===== src/rtl/mem_stage_pkg.sv =====
// Shared encodings for the MEM stage: MemtoReg select, load/store size codes,
// FSM states, the JALR opcode and the MEM/WB bundle layout.
package mem_stage_pkg;

    // Write-back source select carried in MemtoReg
    typedef enum logic [1:0] {
        MTR_ALU   = 2'b00,
        MTR_LOAD  = 2'b01,
        MTR_PC4   = 2'b10,
        MTR_PCIMM = 2'b11
    } mtr_e;

    // funct3 size/sign codes shared by loads and stores
    localparam logic [2:0] F3_B  = 3'b000;
    localparam logic [2:0] F3_H  = 3'b001;
    localparam logic [2:0] F3_W  = 3'b010;
    localparam logic [2:0] F3_BU = 3'b100;
    localparam logic [2:0] F3_HU = 3'b101;

    localparam logic [6:0] OPC_JALR = 7'b1100111;

    // Bus access FSM
    typedef enum logic {
        S_IDLE = 1'b0,
        S_BUSY = 1'b1
    } state_t;

    // MEM/WB pipeline register contents
    typedef struct packed {
        logic        valid;
        logic        reg_write;
        logic [4:0]  rd_addr;
        mtr_e        mem_to_reg;
        logic [31:0] alu;
        logic [31:0] mem_data;
        logic [31:0] pc4;
        logic [31:0] pc_imm;
        logic [31:0] inst;
        logic [31:0] pc;
    } memwb_t;

    // Halfwords need an even address, words a multiple of four; bytes never fault
    function automatic logic is_misaligned(input logic [2:0] funct3, input logic [1:0] addr_lo);
        logic mis;
        mis = 1'b0;
        if (funct3 == F3_H || funct3 == F3_HU) mis = addr_lo[0];
        else if (funct3 == F3_W)               mis = (addr_lo != 2'b00);
        return mis;
    endfunction

endpackage


===== src/rtl/load_store_align.sv =====
// Combinational byte-lane steering between the 32-bit data bus and the core:
// store data/strobes are shifted into the addressed lanes, load data is
// shifted down and sign- or zero-extended.
module load_store_align
    import mem_stage_pkg::*;
(
    input  logic [2:0]  funct3,
    input  logic [1:0]  addr_lo,
    input  logic [31:0] store_data,
    input  logic [31:0] load_word,
    output logic [3:0]  wstrb,
    output logic [31:0] wdata,
    output logic [31:0] load_data
);

    logic [31:0] load_shifted;

    // Bring the addressed byte/halfword down to bit 0
    assign load_shifted = load_word >> {addr_lo, 3'b000};

    // Store path: place the low byte/half of rs2 in its lane, other lanes zero
    always_comb begin
        wstrb = 4'b1111;
        wdata = store_data;
        case (funct3)
            F3_B: begin
                wstrb = 4'b0001 << addr_lo;
                wdata = {24'd0, store_data[7:0]} << {addr_lo, 3'b000};
            end
            F3_H: begin
                wstrb = 4'b0011 << {addr_lo[1], 1'b0};
                wdata = {16'd0, store_data[15:0]} << {addr_lo[1], 4'b0000};
            end
            default: ;
        endcase
    end

    // Load path: extend the selected lane according to size and sign
    always_comb begin
        load_data = load_word;
        case (funct3)
            F3_B:    load_data = {{24{load_shifted[7]}}, load_shifted[7:0]};
            F3_BU:   load_data = {24'd0, load_shifted[7:0]};
            F3_H:    load_data = {{16{load_shifted[15]}}, load_shifted[15:0]};
            F3_HU:   load_data = {16'd0, load_shifted[15:0]};
            default: load_data = load_word;
        endcase
    end

endmodule


===== src/rtl/mem_access_stage.sv =====
// MEM stage of the RV32I pipeline: issues loads/stores on a req/ack bus,
// stalls the front-end while an access is outstanding, aborts on timeout,
// resolves branch/jump redirects and registers the MEM/WB bundle.
module mem_access_stage
    import mem_stage_pkg::*;
#(
    parameter int TIMEOUT = 16
) (
    input  logic        clk_Mem,
    input  logic        rst_Mem,
    input  logic        valid_in_Mem,
    input  logic [31:0] PC4_in_Mem,
    input  logic [31:0] PC_imm_in_Mem,
    input  logic [31:0] ALU_in_Mem,
    input  logic [31:0] Rs2_in_Mem,
    input  logic [31:0] inst_in_Mem,
    input  logic [31:0] pc_in_Mem,
    input  logic [4:0]  Rd_addr_in_Mem,
    input  logic        zero_in_Mem,
    input  logic        Branch_in_Mem,
    input  logic        BranchN_in_Mem,
    input  logic        Jump_in_Mem,
    input  logic        MemRW_in_Mem,
    input  logic        RegWrite_in_Mem,
    input  logic [1:0]  MemtoReg_in_Mem,
    output logic        dmem_req,
    output logic        dmem_we,
    output logic [31:0] dmem_addr,
    output logic [31:0] dmem_wdata,
    output logic [3:0]  dmem_wstrb,
    input  logic        dmem_ack,
    input  logic [31:0] dmem_rdata,
    output logic        stall_out_Mem,
    output logic        PCSrc_out_Mem,
    output logic [31:0] PC_target_out_Mem,
    output logic        err_out_Mem,
    output logic        valid_out_Mem,
    output logic        RegWrite_out_Mem,
    output logic [4:0]  Rd_addr_out_Mem,
    output logic [1:0]  MemtoReg_out_Mem,
    output logic [31:0] ALU_out_Mem,
    output logic [31:0] Mem_data_out_Mem,
    output logic [31:0] PC4_out_Mem,
    output logic [31:0] PC_imm_out_Mem,
    output logic [31:0] inst_out_Mem,
    output logic [31:0] pc_out_Mem
);

    localparam int            CW      = (TIMEOUT > 2) ? $clog2(TIMEOUT) : 1;
    localparam logic [CW-1:0] TO_LAST = CW'(TIMEOUT - 1);

    state_t        state_q, state_d;
    logic [CW-1:0] cnt_q, cnt_d;
    memwb_t        memwb_q, memwb_d;

    logic [2:0]  funct3;
    logic        is_load, is_store, mem_op, misaligned, timeout;
    logic        req_int, stall_int, acked;
    logic [3:0]  strb_raw;
    logic [31:0] load_data;

    assign funct3     = inst_in_Mem[14:12];
    assign is_load    = valid_in_Mem & (MemtoReg_in_Mem == MTR_LOAD);
    assign is_store   = valid_in_Mem & MemRW_in_Mem;
    assign mem_op     = is_load | is_store;
    assign misaligned = mem_op & is_misaligned(funct3, ALU_in_Mem[1:0]);
    assign timeout    = (state_q == S_BUSY) & (cnt_q == TO_LAST);

    // The request is dropped in the timeout cycle, so an ack there is ignored
    assign req_int   = ((state_q == S_IDLE) & mem_op & ~misaligned)
                     | ((state_q == S_BUSY) & ~timeout);
    assign acked     = req_int & dmem_ack;
    assign stall_int = req_int & ~dmem_ack & ~timeout;

    load_store_align u_align (
        .funct3     (funct3),
        .addr_lo    (ALU_in_Mem[1:0]),
        .store_data (Rs2_in_Mem),
        .load_word  (dmem_rdata),
        .wstrb      (strb_raw),
        .wdata      (dmem_wdata),
        .load_data  (load_data)
    );

    // Combinational outputs are forced low while reset is held
    assign dmem_req      = req_int & ~rst_Mem;
    assign dmem_we       = dmem_req & is_store;
    assign dmem_wstrb    = dmem_we ? strb_raw : 4'b0000;
    assign dmem_addr     = {ALU_in_Mem[31:2], 2'b00};
    assign stall_out_Mem = stall_int & ~rst_Mem;
    assign err_out_Mem   = ~rst_Mem & (((state_q == S_IDLE) & misaligned) | timeout);
    assign PCSrc_out_Mem = ~rst_Mem & valid_in_Mem &
                           ((Branch_in_Mem & zero_in_Mem) | (BranchN_in_Mem & ~zero_in_Mem) | Jump_in_Mem);
    assign PC_target_out_Mem = (inst_in_Mem[6:0] == OPC_JALR) ? {ALU_in_Mem[31:1], 1'b0} : PC_imm_in_Mem;

    // Next state of the bus FSM and its timeout counter
    always_comb begin
        state_d = state_q;
        cnt_d   = cnt_q;
        case (state_q)
            S_IDLE: begin
                if (req_int & ~dmem_ack) begin
                    state_d = S_BUSY;
                    cnt_d   = '0;
                end
            end
            S_BUSY: begin
                if (timeout | dmem_ack) state_d = S_IDLE;
                else                    cnt_d   = cnt_q + 1'b1;
            end
            default: state_d = S_IDLE;
        endcase
    end

    // Bus FSM state and timeout counter
    always_ff @(posedge clk_Mem or posedge rst_Mem) begin
        if (rst_Mem) begin
            state_q <= S_IDLE;
            cnt_q   <= '0;
        end else begin
            state_q <= state_d;
            cnt_q   <= cnt_d;
        end
    end

    // MEM/WB contents: bubble while stalled, faulted accesses retire as bubbles
    always_comb begin
        memwb_d = memwb_q;
        if (stall_int) begin
            memwb_d.valid     = 1'b0;
            memwb_d.reg_write = 1'b0;
        end else begin
            memwb_d.valid      = valid_in_Mem & ~misaligned & ~timeout;
            memwb_d.reg_write  = valid_in_Mem & ~misaligned & ~timeout & RegWrite_in_Mem;
            memwb_d.rd_addr    = Rd_addr_in_Mem;
            memwb_d.mem_to_reg = mtr_e'(MemtoReg_in_Mem);
            memwb_d.alu        = ALU_in_Mem;
            memwb_d.mem_data   = (is_load & acked) ? load_data : 32'd0;
            memwb_d.pc4        = PC4_in_Mem;
            memwb_d.pc_imm     = PC_imm_in_Mem;
            memwb_d.inst       = inst_in_Mem;
            memwb_d.pc         = pc_in_Mem;
        end
    end

    // MEM/WB pipeline register
    always_ff @(posedge clk_Mem or posedge rst_Mem) begin
        if (rst_Mem) memwb_q <= '0;
        else         memwb_q <= memwb_d;
    end

    assign valid_out_Mem    = memwb_q.valid;
    assign RegWrite_out_Mem = memwb_q.reg_write;
    assign Rd_addr_out_Mem  = memwb_q.rd_addr;
    assign MemtoReg_out_Mem = memwb_q.mem_to_reg;
    assign ALU_out_Mem      = memwb_q.alu;
    assign Mem_data_out_Mem = memwb_q.mem_data;
    assign PC4_out_Mem      = memwb_q.pc4;
    assign PC_imm_out_Mem   = memwb_q.pc_imm;
    assign inst_out_Mem     = memwb_q.inst;
    assign pc_out_Mem       = memwb_q.pc;

endmodule

===== config.mk =====
export PLATFORM = sky130hd
export DESIGN_NAME = mem_access_stage
export DESIGN_NICKNAME = d
export VERILOG_FILES = /design/src/rtl/mem_stage_pkg.sv /design/src/rtl/load_store_align.sv /design/src/rtl/mem_access_stage.sv
export SDC_FILE = /design/constraint.sdc
export NUM_CORES = 1
export LEC_CHECK = 0
export ABC_AREA = 1
export BUFFER_PORTS_ARGS = -buffer_cell sky130_fd_sc_hd__buf_2
export CAP_MARGIN = 10
export CORE_AREA = 2 2 210 212
export CTS_BUF_LIST = sky130_fd_sc_hd__clkbuf_8
export DETAILED_ROUTE_END_ITERATION = 6
export DIE_AREA = 0 0 212 214
export MAX_ROUTING_LAYER = met4
export PLACE_DENSITY = 0.5
export SKIP_CTS_REPAIR_TIMING = 1
export SYNTH_ARGS = -nofsm -noshare
export SYNTH_HDL_FRONTEND = slang
export SYNTH_SLANG_ARGS = --single-unit

===== constraint.sdc =====
create_clock -name clk_Mem -period 7.75 [get_ports clk_Mem]
set_input_delay 0.3875 -clock clk_Mem [delete_from_list [all_inputs] [get_ports clk_Mem]]
set_output_delay 0.3875 -clock clk_Mem [all_outputs]
set_load 0.01 [all_outputs]

# Word-level counts from Yosys, hierarchy flattened
# Cells that the tools add are included.
[word_totals]
reg_bits = 206
input_bits = 241
out_inout_bits = 306
wordCells = 81
[op_classes]
add_sub_neg = 1
n_eq_ne = 9
shift = 5
muxes = 15
bitwise_logic = 35
n_reduce_logical = 4
[ops]
columns = ["operator", "n"]
rows = [
  ["$pmux 32 s4", 1],
  ["$mux 32", 2],
  ["$pmux 32 s2", 1],
  ["$shl 16x5->32", 1],
  ["$shl 8x5->32", 1],
  ["$shr 32x5->16", 1],
  ["$and 1x1->1", 23],
  ["$pmux 4 s2", 2],
  ["$mux 4", 3],
  ["$eq 7x7->1 const B", 1],
  ["$eq 3x3->1 const B", 2],
  ["$not 1->1", 6],
  ["$or 1x1->1", 6],
  ["$add 4x1->4 const B", 1],
  ["$eq 4x4->1 const B", 1],
  ["$mux 1", 4],
  ["$shl 1x2->4 const A", 1],
  ["$shl 2x2->4 const A", 1],
  ["$eq 3x1->1 const B", 1],
  ["$eq 3x2->1 const B", 1],
  ["$logic_not 3->1", 1],
  ["$eq 2x1->1 const B", 1],
  ["$mux 2", 1],
  ["$ne 2x1->1 const B", 1],
  ["other kinds (5)", 5],
]

# Depth between registers and ports, before layout
# Gate-level depths: netlist (run 1).
[depth]
word_depth = 10
mapped_depth = 13
depth_no_buf = 11

# Modules after synthesis
# Synthesis (run 1) repeated with hierarchy kept, for this count alone.
[hier_totals]
cells_unflattened = 1379
hier_area_um2 = 10500.1
[modules_own_cells]
columns = ["mod", "instances", "cells_each", "area_each_um2", "seq_area_each_um2"]
rows = [
  ["mem_access_stage", 1, 1081, 9168.8, 5154.9],
  ["load_store_align", 1, 298, 1331.3, 0.0],
]

# Least setup slack after synthesis (run 1)
# No wires, ideal clock.
[synth_timing]
path_kind = "input to output"
startpoint = "in rst_Mem"
endpoint = "out dmem_wstrb[0]"
arrival_time_ns = 5.754
required_time_ns = 7.363
setup_slack_ns = 1.608
cell_stages = 3
path_buffers = 0
cell_sequence = "inv_1 > nand4_1 > nor2_1"
[synth_between]
elab_chain_cells = 4
[synth_rtl]
columns = ["element", "line", "source"]
rows = [
  ["start, declared", "mem_access_stage.sv:10", "input logic rst_Mem,"],
  ["$not 1->1", "mem_access_stage.sv:86", "assign dmem_req = req_int & ~rst_Mem;"],
  ["$and 1x1->1", "mem_access_stage.sv:86", ""],
  ["$and 1x1->1", "mem_access_stage.sv:87", "assign dmem_we = dmem_req & is_store;"],
  ["$mux 4", "mem_access_stage.sv:88", "assign dmem_wstrb = dmem_we ? strb_raw : 4'b0000;"],
  ["end, declared", "mem_access_stage.sv:30", "output logic [3:0] dmem_wstrb,"],
]
# No other way between the ends.

# Final worst setup path (run 1)
[layout_timing]
startpoint = "in inst_in_Mem[13]"
endpoint = "out dmem_wstrb[1]"
[layout_between]
elab_chain_cells = 10
elab_cells_between_ends = 15
cone_classes = "eq/ne: 3; mux: 4; bitwise: 6; reduce/logical: 2"
[layout_rtl]
columns = ["element", "line", "source"]
rows = [
  ["start, declared", "mem_access_stage.sv:16", "input logic [31:0] inst_in_Mem,"],
  ["$eq 3x2->1 (tied with other cells)", "mem_stage_pkg.sv:47", "else if (funct3 == F3_W) mis = (addr_lo != 2'b00);"],
  ["$mux 1 / $logic_or 1x1->1 (equally long branches)", "mem_stage_pkg.sv:47, mem_stage_pkg.sv:46", ""],
  ["$mux 1", "mem_stage_pkg.sv:46", "if (funct3 == F3_H || funct3 == F3_HU) mis = addr_lo[0];"],
  ["$and 1x1->1", "mem_access_stage.sv:66", "assign misaligned = mem_op & is_misaligned(funct3, ALU_in_Mem[1:0]);"],
  ["$not 1->1", "mem_access_stage.sv:70", "assign req_int = ((state_q == S_IDLE) & mem_op & ~misaligned)"],
  ["$and 1x1->1", "mem_access_stage.sv:70", ""],
  ["$or 1x1->1", "mem_access_stage.sv:71", "| ((state_q == S_BUSY) & ~timeout);"],
  ["$and 1x1->1", "mem_access_stage.sv:86", ""],
  ["$and 1x1->1", "mem_access_stage.sv:87", ""],
  ["$mux 4 (*)", "mem_access_stage.sv:88", ""],
]
# Every way passes the cells marked *; elsewhere a longest branch is shown, timed or not.

==> results.toml, run 1 <==
[worst_setup_path]
end_kind = "output port"
worst-endpoint-required_ns = 7.36
cp_top_family = "simple AND/OR/NAND/NOR gates"
critical_path.startpoint = "inst_in_Mem[13]"
rr_startpoint = "cnt_q[0]"
criticalPathCategory = "in2out"
cp-start-kind = "primary input"
cp_cell_sequence = "buf_2 -> inv_2 -> nand2_2 -> inv_2 -> nand2_1 -> nand2_1 -> o21ai_1 -> nand4_1 -> nor2_1 -> buf_2"
crit_slowest_cell = "o21ai_1"
crit_buf_inv = 4
crit_arrival_ns = 2.68
critPathMaxFanout = 27
max_stage_delay_ns = 0.61

[yosys]
synth_warnings = 0
synth_edf_count = 0
synth_cell_types = 36
seq_area_frac_synth = 0.5345
syn_inst = 1232
mappedNetlistArea_mm2 = 0.009644
synth.top_cell.area_share = 0.5345
yosys-top-cells-area = "dfrtp_1 53%, nand2_1 24%, o21ai_0 5.5%"
ys_seq_elements = 206
syn_area_per_cell_um2 = 7.828
synthArstFlopShare = 1.000
ys.flop_type = "dfrtp_1"
synth_top_area_cell = "dfrtp_1"

[timing]
max_freq_mhz = 325.8
slew_viol_final = 0
finalSetupViolCount = 0
clock_skew_ns = 0.03807
tightestPinTransition_ns = 1.033
tns_ns = 0
rsz0062_at_grt = "false"
period_minus_slack_ns = 3.070
period_share = 0.3961
slew_headroom = 0.3114
hold_viol = 0

[grt]
top_usage_layer = "met2"
grt_pass1_vias = 9705
grtUsageMet1 = 0.1776
gr-total-overflow = 0
antenna_found_initial = 2
grt_use_met2 = 0.2951
grt_pass1_wl_um = 56700
grtUsageTotal = 0.1681
grtUsageMet3 = 0.04794
grt_max_degree = 103

[drt]
drt-initial-drc-count = 720
drc = 0
vias = 10188
totalWireLength_um = 39020
antenna_left = 0
firstDrtPassIters = 5
viasPerCell = 4.219
wl_per_cell_um = 16.16

[power_and_ir_drop]
p_leak_nw = 7.983
power_density_mw_per_mm2 = 205.9
peakVddDrop_mv = 0.1107
power_mw = 2.893

[final_layout]
finalInstanceArea_mm2 = 0.01405
nFillCells = 4653
register_area_mm2 = 0.005155
multiInputGateArea_mm2 = 0.003641
synthToLayoutAreaGrowth_pct = 45.69
drive_gt1_frac = 0.3426
layoutNonFillerInstCount = 2415
finalNetCount = 2053

[die]
fp.coreArea_mm2 = 0.04289
start_util = 0.2249
ios = 547
dieArea_mm2 = 0.04537
row_count = 76
die_x_um = 212
fp.dieH_um = 214

[clocking]
clk_latency_ns = 0.58
clock-root-buffer = "clkbuf_8"
clockBufferDepth = 3
cts.sinks = 206
cts_tree = "done"
clkTransAtPathRegs_ns = 0.05
cts-buffers-inserted = 39
cts_max_level = 2

[job]
drv_cap = 0

[outcome]
run_status = "completed"

[place]
gp_congestion = 0.9364
hpwl_um = 29030
placed_area_mm2 = 0.01261
numPortBuffers = 544
place_inst = 2277

[hold_path]
hp-start = "PC4_in_Mem[25]"
hold_class = "in2reg"
==> path summary, 6_finish.rpt <==
check,to,slack [ns],cells after the start
worst max-delay path,dmem_wstrb[1],4.68,10
worst min-delay path,PC4_out_Mem[25],0.02,3
worst max register to register,PC_imm_out_Mem[20],4.73,10
worst min register to register,Rd_addr_out_Mem[4],0.47,2
max in group asynchronous,PC_imm_out_Mem[11],5.88,4
min in group asynchronous,Rd_addr_out_Mem[1],0.46,3
==> layer usage <==
metal  up-vias  part of all wire  wire length [um]
li1       4958                 -                 -
met1      4721              0.38             14850
met2       437              0.51             19820
met3        72             0.075              2925
met4         0             0.036              1421
met5         -                 0                 0
==> layout by cell type, fill, tap and decap left out, types with 2 or more instances in the layout <==
master,count
nand2_1,617
o221ai_1,7
conb_1,2
nor2_2,2
o31ai_1,6
a21boi_0,2
nand3_1,33
nor3_1,2
o21ai_1,2
dfrtp_1,206
inv_8,2
dlygate4sd3_1,78
nand2_2,3
nor2_1,30
or2_2,14
diode_2,3
o21ai_0,106
inv_2,4
clkbuf_8,43
o211ai_1,4
a21oi_1,2
buf_2,544
inv_1,84
mux2i_1,2
buf_4,6
a22oi_1,5
o22ai_1,7
==> worst min-delay path, stage by stage <==
cell     delay, ns
buf_2         0.08
nand2_1       0.05
nand2_1       0.05
==> area by class of cell <==
type,count,share of cell area
Clock inverter,14,0.004630
Sequential cell,206,0.3669
Antenna cell,3,0.0005343
Clock buffer,43,0.04212
Tap cell,585,0.05209
Timing Repair Buffer,628,0.2525
Multi-Input combinational cell,856,0.2591
Inverter,80,0.02208
==> cell families (layout without fill, tap and decap cells) <==
logic type	after synthesis	in the layout	share of synthesized area
AND/OR/NAND/NOR	707	707	0.2870
flip-flops	206	206	0.5345
buffers and inverters	171	765	0.09069
AO/OA/AOI/OAI	142	142	0.08199
multiplexers	3	3	0.003243
adder cells (fa/ha/maj)	1	1	0.001297
other	1	5	0.0003888
XOR/XNOR	1	1	0.0009083
==> Yosys cell counts, types with 3 or more instances <==
cell / number
a22oi_1: 5
dfrtp_1: 206
o21ai_0: 106
buf_2: 33
nand2_2: 3
clkbuf_1: 13
o31ai_1: 6
inv_1: 74
nor2_1: 30
buf_6: 7
o221ai_1: 7
nand3_1: 33
inv_2: 5
buf_4: 37
or2_2: 14
nand2_1: 618
o22ai_1: 7
o211ai_1: 4
==> registers in the layout, summed over array words and instances (netlist names) <==
name / cells
ALU_out_Mem: 32
Mem_data_out_Mem: 32
MemtoReg_out_Mem: 2
PC4_out_Mem: 32
PC_imm_out_Mem: 32
Rd_addr_out_Mem: 5
RegWrite_out_Mem: 1
cnt_q: 4
inst_out_Mem: 32
pc_out_Mem: 32
state_q: 1
valid_out_Mem: 1
==> per-stage QoR <==
stage,setup WS [ns],hold slack (ns),utilization
2_1_floorplan,1.608,0.4681,-
3_3_place_gp,3.478,0.4576,0.2936
3_5_place_dp,4.190,0.4595,0.2939
6_report,4.680,0.02214,0.3276
4_1_cts,4.580,-0.1329,0.3093
5_1_grt,4.382,0.001480,0.3276
==> where the power goes <==
part	internal [mW]	switching [mW]	total (mW)
clock network	0.500	0.462	0.962
logic	0.253	0.412	0.665
registers	1.20	0.0680	1.27
total	1.95	0.942	2.89
Power figures use the tool's default switching activity.
==> run 2, diff against run 1 <==
Settings changed: CORE_AREA 2 2 210 212 to 2 2 216 218, DIE_AREA 0 0 212 214 to 0 0 218 220.
Clock period 7.75 ns to 2.75 ns, I/O delays scaled along.
==> results.toml, run 2 (synthesized netlist as in run 1, its figures left out) <==
[timing]
finalSetupViolCount = 0
rsz0062_at_grt = "false"
hold_viol = 1
tns_ns = 0
tightestPinTransition_ns = 0.8233
max_freq_mhz = 391.7
hold_slack_ns = -0.0009540
period_share = 0.9285
clock_skew_ns = 0.01308
setup_ws_ns = 0.1967
slew_viol_final = 0
slew_headroom = 0.4505
period_minus_slack_ns = 2.553

[worst_setup_path]
criticalPathCategory = "reg2reg"
cp_cell_sequence = "ha_1 -> nand3_1 -> nor2_1 -> nor2_1 -> nand2_1 -> nand2_8 -> buf_12 -> nor3_1 -> dlygate4sd3_1"
end_kind = "flop"
path_depth = 9
rr_startpoint = "cnt_q[0]"
worst-endpoint-required_ns = 3.19
cp_top_family = "buffers and inverters"
crit_top_cell = "nor2_1"
max_stage_delay_ns = 0.57
crit_slowest_cell = "dlygate4sd3_1"
crit_buf_inv = 2
r2r_slack_ns = 0.20
critPathMaxFanout = 113
crit_arrival_ns = 3.00
cp-start-kind = "flop"
endpoint = "RegWrite_out_Mem"
r2r_end = "RegWrite_out_Mem"
critical_path.startpoint = "cnt_q[0]"
rr_worst_depth = 9

[clocking]
clkTransAtPathRegs_ns = 0.06
clock-root-buffer = "clkbuf_8"
cts_tree = "done"
clockBufferDepth = 3
clk_latency_ns = 0.56
cts.sinks = 206
cts_max_level = 2
cts-buffers-inserted = 40

[die]
dieArea_mm2 = 0.04796
die_x_um = 218
start_util = 0.2103
row_count = 79
fp.dieH_um = 220
ios = 547
fp.coreArea_mm2 = 0.04586

[drt]
antenna_left = 0
vias = 10688
totalWireLength_um = 40110
viasPerCell = 4.159
wl_per_cell_um = 15.61
drt-initial-drc-count = 718
firstDrtPassIters = 5
drc = 0

[place]
gp_congestion = 0.9098
place_ws_ns = 0.4283
numPortBuffers = 544
hpwl_um = 29070
place_inst = 2309

[hold_path]
hold_class = "in2reg"

[job]
drv_cap = 0

[power_and_ir_drop]
power_density_mw_per_mm2 = 558.5
p_leak_nw = 8.584
peakVddDrop_mv = 0.2738

[grt]
gr-total-overflow = 0
grt_max_degree = 114
grt_pass1_wl_um = 55910
grt_pass1_vias = 9608
antenna_found_initial = 4
grtUsageTotal = 0.1563

[final_layout]
final_cell_mix = "616 x nand2_1, 544 x buf_2, 206 x dfrtp_1, 186 x dlygate4sd3_1, 106 x o21ai_0"
layoutNonFillerInstCount = 2570
final_common_cell = "nand2_1"
synthToLayoutAreaGrowth_pct = 60.03
drive_gt1_frac = 0.3294
finalNetCount = 2171

[outcome]
violations = "hold timing"
run_status = "complete, but fails checks"
-- run 2: changes by cell type in the layout (fill, tap and decap cells not counted), sizes merged, moves of 4 or more --
cell / before / now
clkbuf: 43 / 47
buf: 550 / 559
dlygate4sd3: 78 / 186
clkinv: 2 / 7
-- run 2: metal layers --
metal | global-route usage | part of all wire | vias to the layer above
met3 | 0.04265 | 0.075 | 66
met1 | 0.1741 | 0.39 | 4945
met4 | 0.05941 | 0.033 | 0
met5 | - | 0 | -
li1 | - | - | 5206
met2 | 0.2667 | 0.50 | 471
-- run 2: stage by stage --
step	area, um2	hold WS (ns)	power [mW]	utilization
after floorplan	9652	0.2471	4.554	-
after global placement	12790	0.3306	5.434	0.2788
after detailed placement	12790	0.3346	5.453	0.2788
after CTS	13560	-0.3027	8.591	0.2958
after global routing	15430	0.002782	9.176	0.3365
final	15430	-0.0009540	8.619	0.3365
-- run 2: cell type report --
class	count	area, um2
diodes	5	12.51
flip-flops and latches	206	5155
inverters	80	306.5
repair buffers	745	4785
multi-input cells	856	3637
fillers	4852	30430
well taps	607	759.5
clock buffers	47	646.9
clock inverters	24	131.4
-- run 2: how the worst min path moves through the flow --
stage	from	end	slack, ns	cells after the start
after CTS	inst_in_Mem[11]	inst_out_Mem[11]	-0.30	3
after global routing	dmem_rdata[21]	Mem_data_out_Mem[21]	0.003	4
after detailed placement	PC4_in_Mem[21]	PC4_out_Mem[21]	0.33	3
final	dmem_rdata[21]	Mem_data_out_Mem[21]	-0.001	4
after global placement	pc_in_Mem[20]	pc_out_Mem[20]	0.33	3
after floorplan	MemtoReg_in_Mem[0]	MemtoReg_out_Mem[0]	0.25	2
-- run 2: worst reg2reg max path: stages, from the launching register on --
cell,delay (ns)
dfrtp_1,0.41
ha_1,0.24
nand3_1,0.10
nor2_1,0.06
nor2_1,0.10
nand2_1,0.15
nand2_8,0.23
buf_12,0.38
nor3_1,0.19
dlygate4sd3_1,0.57
-- run 2: report_power, final --
part           leakage [nW]  total (mW)  internal (mW)  switching [mW]
registers              2.52        3.57           3.38           0.189
clock network         0.456        3.03           1.65            1.38
logic                  5.61        2.03          0.840            1.19
